**config.mk**
```make
export PLATFORM = sky130hd
export DESIGN_NAME = tff_updown_counter_flat
export DESIGN_NICKNAME = d
export VERILOG_FILES = /design/src/rtl/tff_updown_counter_if.sv /design/src/rtl/tff_updown_counter.sv /design/src/flat_wrapper.sv
export SDC_FILE = /design/constraint.sdc
export NUM_CORES = 1
export LEC_CHECK = 0
export CAP_MARGIN = 0
export CORE_AREA = 2 2 39 41
export CTS_CLUSTER_SIZE = 20
export DETAILED_ROUTE_END_ITERATION = 10
export DIE_AREA = 0 0 41 43
export HOLD_SLACK_MARGIN = 0.1
export PLACE_DENSITY = 0.7
export SLEW_MARGIN = 20
export SYNTH_ARGS = -nofsm -noshare
export SYNTH_HDL_FRONTEND = slang
export SYNTH_SLANG_ARGS = --single-unit
```
**constraint.sdc**
```tcl
create_clock -name CLK -period 5 [get_ports CLK]
set_input_delay 1.25 -clock CLK [delete_from_list [all_inputs] [get_ports CLK]]
set_output_delay 1.25 -clock CLK [all_outputs]
set_load 0.005 [all_outputs]
```
**src/rtl/tff_updown_counter_if.sv**
```systemverilog
// Count-control and count-status bundle for tff_updown_counter.
// master drives controls, slave (the counter) drives status.
interface tff_updown_counter_if #(
   parameter int W = 4
);
   logic         en;
   logic         up;
   logic         load;
   logic [W-1:0] din;
   logic [W-1:0] q;
   logic [W-1:0] t_vec;
   logic         tc;

   modport master (
      output en, up, load, din,
      input  q, t_vec, tc
   );

   modport slave (
      input  en, up, load, din,
      output q, t_vec, tc
   );
endinterface

```
**src/rtl/tff_updown_counter.sv**
```systemverilog
// Modulo-MOD up/down counter that also publishes the T flip-flop
// toggle mask for the next edge and a one-cycle terminal-count pulse.
module tff_updown_counter #(
   parameter int W   = 4,
   parameter int MOD = 10
) (
   input  logic               CLK,
   input  logic               rst,
   tff_updown_counter_if.slave bus
);

   if (MOD < 2 || longint'(MOD) > (longint'(1) << W)) begin : g_bad_mod
      $error("tff_updown_counter: MOD must lie in 2..2**W");
   end

   localparam logic [W-1:0] MAX = W'(MOD - 1);

   logic [W-1:0] q_r;
   logic         tc_r;
   logic [W-1:0] next_q;
   logic         wrap;

   // Next count and wrap flag: load (clamped) beats en beats hold.
   always_comb begin
      next_q = q_r;
      wrap   = 1'b0;
      if (bus.load) begin
         next_q = (bus.din > MAX) ? MAX : bus.din;
      end else if (bus.en) begin
         if (bus.up) begin
            if (q_r == MAX) begin
               next_q = '0;
               wrap   = 1'b1;
            end else begin
               next_q = q_r + W'(1);
            end
         end else begin
            if (q_r == '0) begin
               next_q = MAX;
               wrap   = 1'b1;
            end else begin
               next_q = q_r - W'(1);
            end
         end
      end
   end

   // Count register and terminal-count pulse, cleared asynchronously.
   always_ff @(posedge CLK or negedge rst) begin
      if (!rst) begin
         q_r  <= '0;
         tc_r <= 1'b0;
      end else begin
         q_r  <= next_q;
         tc_r <= wrap;
      end
   end

   // The toggle mask is forced quiet while the bank is held in reset.
   assign bus.t_vec = rst ? (q_r ^ next_q) : '0;
   assign bus.q     = q_r;
   assign bus.tc    = tc_r;

   // A count outside 0..MOD-1 would mean the bank has lost sync.
   q_in_range: assert property (
      @(posedge CLK) disable iff (!rst) q_r <= MAX
   );

endmodule

```
**src/flat_wrapper.sv**
```systemverilog
// flat-port wrapper written by rule: the top's interface ports become plain ports
module tff_updown_counter_flat 
#(
   parameter int W   = 4,
   parameter int MOD = 10
)
  (CLK, rst, bus_en, bus_up, bus_load, bus_din, bus_q, bus_t_vec, bus_tc);
  tff_updown_counter_if #(.W(W)) bus_i ();
  input  logic CLK;
  input  logic rst;
  input wire logic [$bits(bus_i.en)-1:0] bus_en;
  input wire logic [$bits(bus_i.up)-1:0] bus_up;
  input wire logic [$bits(bus_i.load)-1:0] bus_load;
  input wire logic [$bits(bus_i.din)-1:0] bus_din;
  output wire logic [$bits(bus_i.q)-1:0] bus_q;
  output wire logic [$bits(bus_i.t_vec)-1:0] bus_t_vec;
  output wire logic [$bits(bus_i.tc)-1:0] bus_tc;
  assign bus_i.en = bus_en;
  assign bus_i.up = bus_up;
  assign bus_i.load = bus_load;
  assign bus_i.din = bus_din;
  assign bus_q = bus_i.q;
  assign bus_t_vec = bus_i.t_vec;
  assign bus_tc = bus_i.tc;
  tff_updown_counter #(.W(W), .MOD(MOD)) u_core (.CLK(CLK), .rst(rst), .bus(bus_i));
endmodule
```
==> impl_metrics.yaml, run 1 <==
grt:
  grt_max_degree: 14
  gr-usage-all-layers: 0.162
  grt_pass1_wl_microns: 1970
  antenna_found_initial: 0
  grt_pass1_vias: 463
  grt_remaining_overflow: 0
sta:
  drv_slew: 0
  setup_tns_ns: 0
  min_period_ns: 4.43
  max_slew_margin: 0.727
  setup_viol: 0
  rsz0062_at_grt: "no"
  hold_viol_final: 0
  min_period_over_period: 0.887
  worst_pin_slew_ns: 0.410
  skew_ns: 0.000152
  worst_slack_ns: 0.566
  max_freq_mhz: 226
power_and_ir_drop:
  power_density_mw_per_mm2: 251
  leakagePower_nw: 0.251
  max-vdd-ir-drop_mv: 0.112
logic_synthesis:
  syn_nets: 69
  synthDistinctLibCells: 35
  synthArstFlopShare: 1.00
  synthFlopType: "dfrtp_1"
  synthCells: 60
  synth-adder-area-share: 0
  yosys_warnings: 0
  syn_area_sq_um: 493
  yosys_register_bits: 5
  synth.avg_cell_area_sq_um: 8.22
  yosys.area_share.simple: 0.221
  synth_top_family_by_area: "compound AO/OA/AOI/OAI gates"
  seq_area_frac_synth: 0.254
  synth_compound_area_frac: 0.350
  synth-xor-area-share: 0.0711
  synth_edf_count: 0
  synth_mux_area_frac: 0
detailed_routing:
  avgViaCountPerCell: 5.87
  wl_per_cell_microns: 12.7
  wl_microns: 1150
  vias: 534
  dr.first_iter.drc_count: 19
  ant_nets: 0
  first_pass_iters: 4
  drc: 0
critical_path:
  critPathArrivalTime_ns: 3.18
  worstPathRequired_ns: 3.75
  path_class: "primary input to output port"
  start_kind: "primary input"
  crit_path_max_fanout: 11
  reg2reg_slack_ns: 3.50
  crit_path_end_kind: "output port"
  cp-startpoint: "bus_load"
  r2r-start: "u_core.bus.q[0]"
clock_tree:
  clock_latency_ns: 0.25
  clk_path_buf_depth: 2
  cts_buffers: 3
  cts_resized: 0
  cts_htree_levels: 1
  root_buffer: "clkbuf_4"
  cts_setup_buffers: 0
  cts.sinks: 5
  cts_tree: "yes"
  cts.reportedPaths.clkPinSlew_ns: 0.05
  ctsHoldBuffers: 0
final_layout:
  final_cell_mix: "clkdlybuf4s50_1 (17), a21oi_1 (6), dfrtp_1 (5)"
  final_area_sq_um: 669
  regArea_sq_um: 125
  multi_input_area_sq_um: 317
  nFillCells: 146
  area_growth_pct: 35.8
  final_net_count: 85
  layout_commonest_cell: "clkdlybuf4s50_1"
  utilization: 0.484
  drive_gt1_frac: 0.0800
  diodes: 0
die:
  design.die.area_sq_mm: 0.00176
  core-area_sq_mm: 0.00138
  die_w_microns: 41
  initial_utilization: 0.356
  fp.dieH_microns: 43
  ios: 18
  num_rows: 14
job:
  drv_cap: 0
min_path:
  hp-start: "u_core.bus.q[2]"
  hold_class: "register to register"
placement:
  port_buffers: 17
  dp_hpwl_microns: 829
  placed_area_sq_um: 643
  place_ws_ns: 0.556
  gp_congestion: 0.860
status:
  outcome: "finished clean"
==> layout make-up <==
cell class                      count  share of cell area
Multi-Input combinational cell     46               0.473
Sequential cell                     5               0.187
Inverter                            3              0.0168
Tap cell                           16              0.0299
Clock buffer                        4              0.0393
Timing Repair Buffer               17               0.254
==> worst max-delay path, stage by stage <==
cell and delay, ns:
clkdlybuf4s50_1 0.58, nand2b_1 0.35, nor2b_1 0.19, a22oi_1 0.10, a21boi_0 0.19, clkdlybuf4s50_1 0.52
==> stage by stage <==
stage          cells   power, W  hold slack, ns
2_1_floorplan     60  0.0000926           0.548
5_1_grt           91   0.000181           0.654
3_3_place_gp      87   0.000117           0.590
6_report          91   0.000168           0.604
3_5_place_dp      87   0.000118           0.599
4_1_cts           91   0.000169           0.610
==> flip-flops by register name, summed over array words and instances (netlist names) <==
register	count
u_core.bus.tc	1
u_core.bus.q	4
==> cell usage after synthesis (all sizes together), types with 2 or more instances <==
library cell / number / area, sq um
a21oi: 6 / 30.0
dfrtp: 5 / 125
a21boi: 2 / 15.0
nand3: 3 / 15.0
or3: 2 / 12.5
o21a: 2 / 15.0
nor2b: 2 / 12.5
inv: 3 / 11.3
o21ai: 5 / 28.8
nand2b: 2 / 12.5
xnor2: 3 / 26.3
buf: 5 / 36.3
==> layer usage <==
metal	vias up	wire (microns)	GRT usage
li1	255	-	-
met1	255	507	0.230
met2	20	540	0.216
met3	4	75	0.0157
met4	0	30	0.120
met5	-	0	0
==> kinds of logic after synthesis <==
logic type                Yosys count
AOI/OAI and AO/OA                  24
and+or+nand+nor                    18
buffers and inverters               9
DFF                                 5
xor gates and xnor gates            4
==> path summary, 6_finish.rpt <==
kind	to	cells past startpoint
min reg2reg	u_core.bus.tc	1
min in group asynchronous	u_core.bus.q[2]	1
min	u_core.bus.tc	1
max	bus_t_vec[1]	6
max reg2reg	u_core.bus.q[2]	3
max in group asynchronous	u_core.bus.q[3]	1
==> report_power, final <==
| group | internal [W] | leakage (nW) | switching, W |
|---|---|---|---|
| clock network | 0.0000304 | 0.0150 | 0.0000200 |
| registers | 0.0000449 | 0.0617 | 0.0000132 |
| logic | 0.0000356 | 0.174 | 0.0000238 |
| total | 0.000111 | 0.251 | 0.0000570 |
Note: power is estimated with default switching activity, not from simulation.
==> inputs of run 2 (changes only) <==
SLEW_MARGIN = unset   (was 20)
==> results of run 2 <==
No change in the layout: final DEF, timing and power equal those of run 1.
==> inputs of run 3 (changes only) <==
CAP_MARGIN = 10   (was 0)
==> results of run 3 <==
No change in the layout: final DEF, timing and power equal those of run 1.
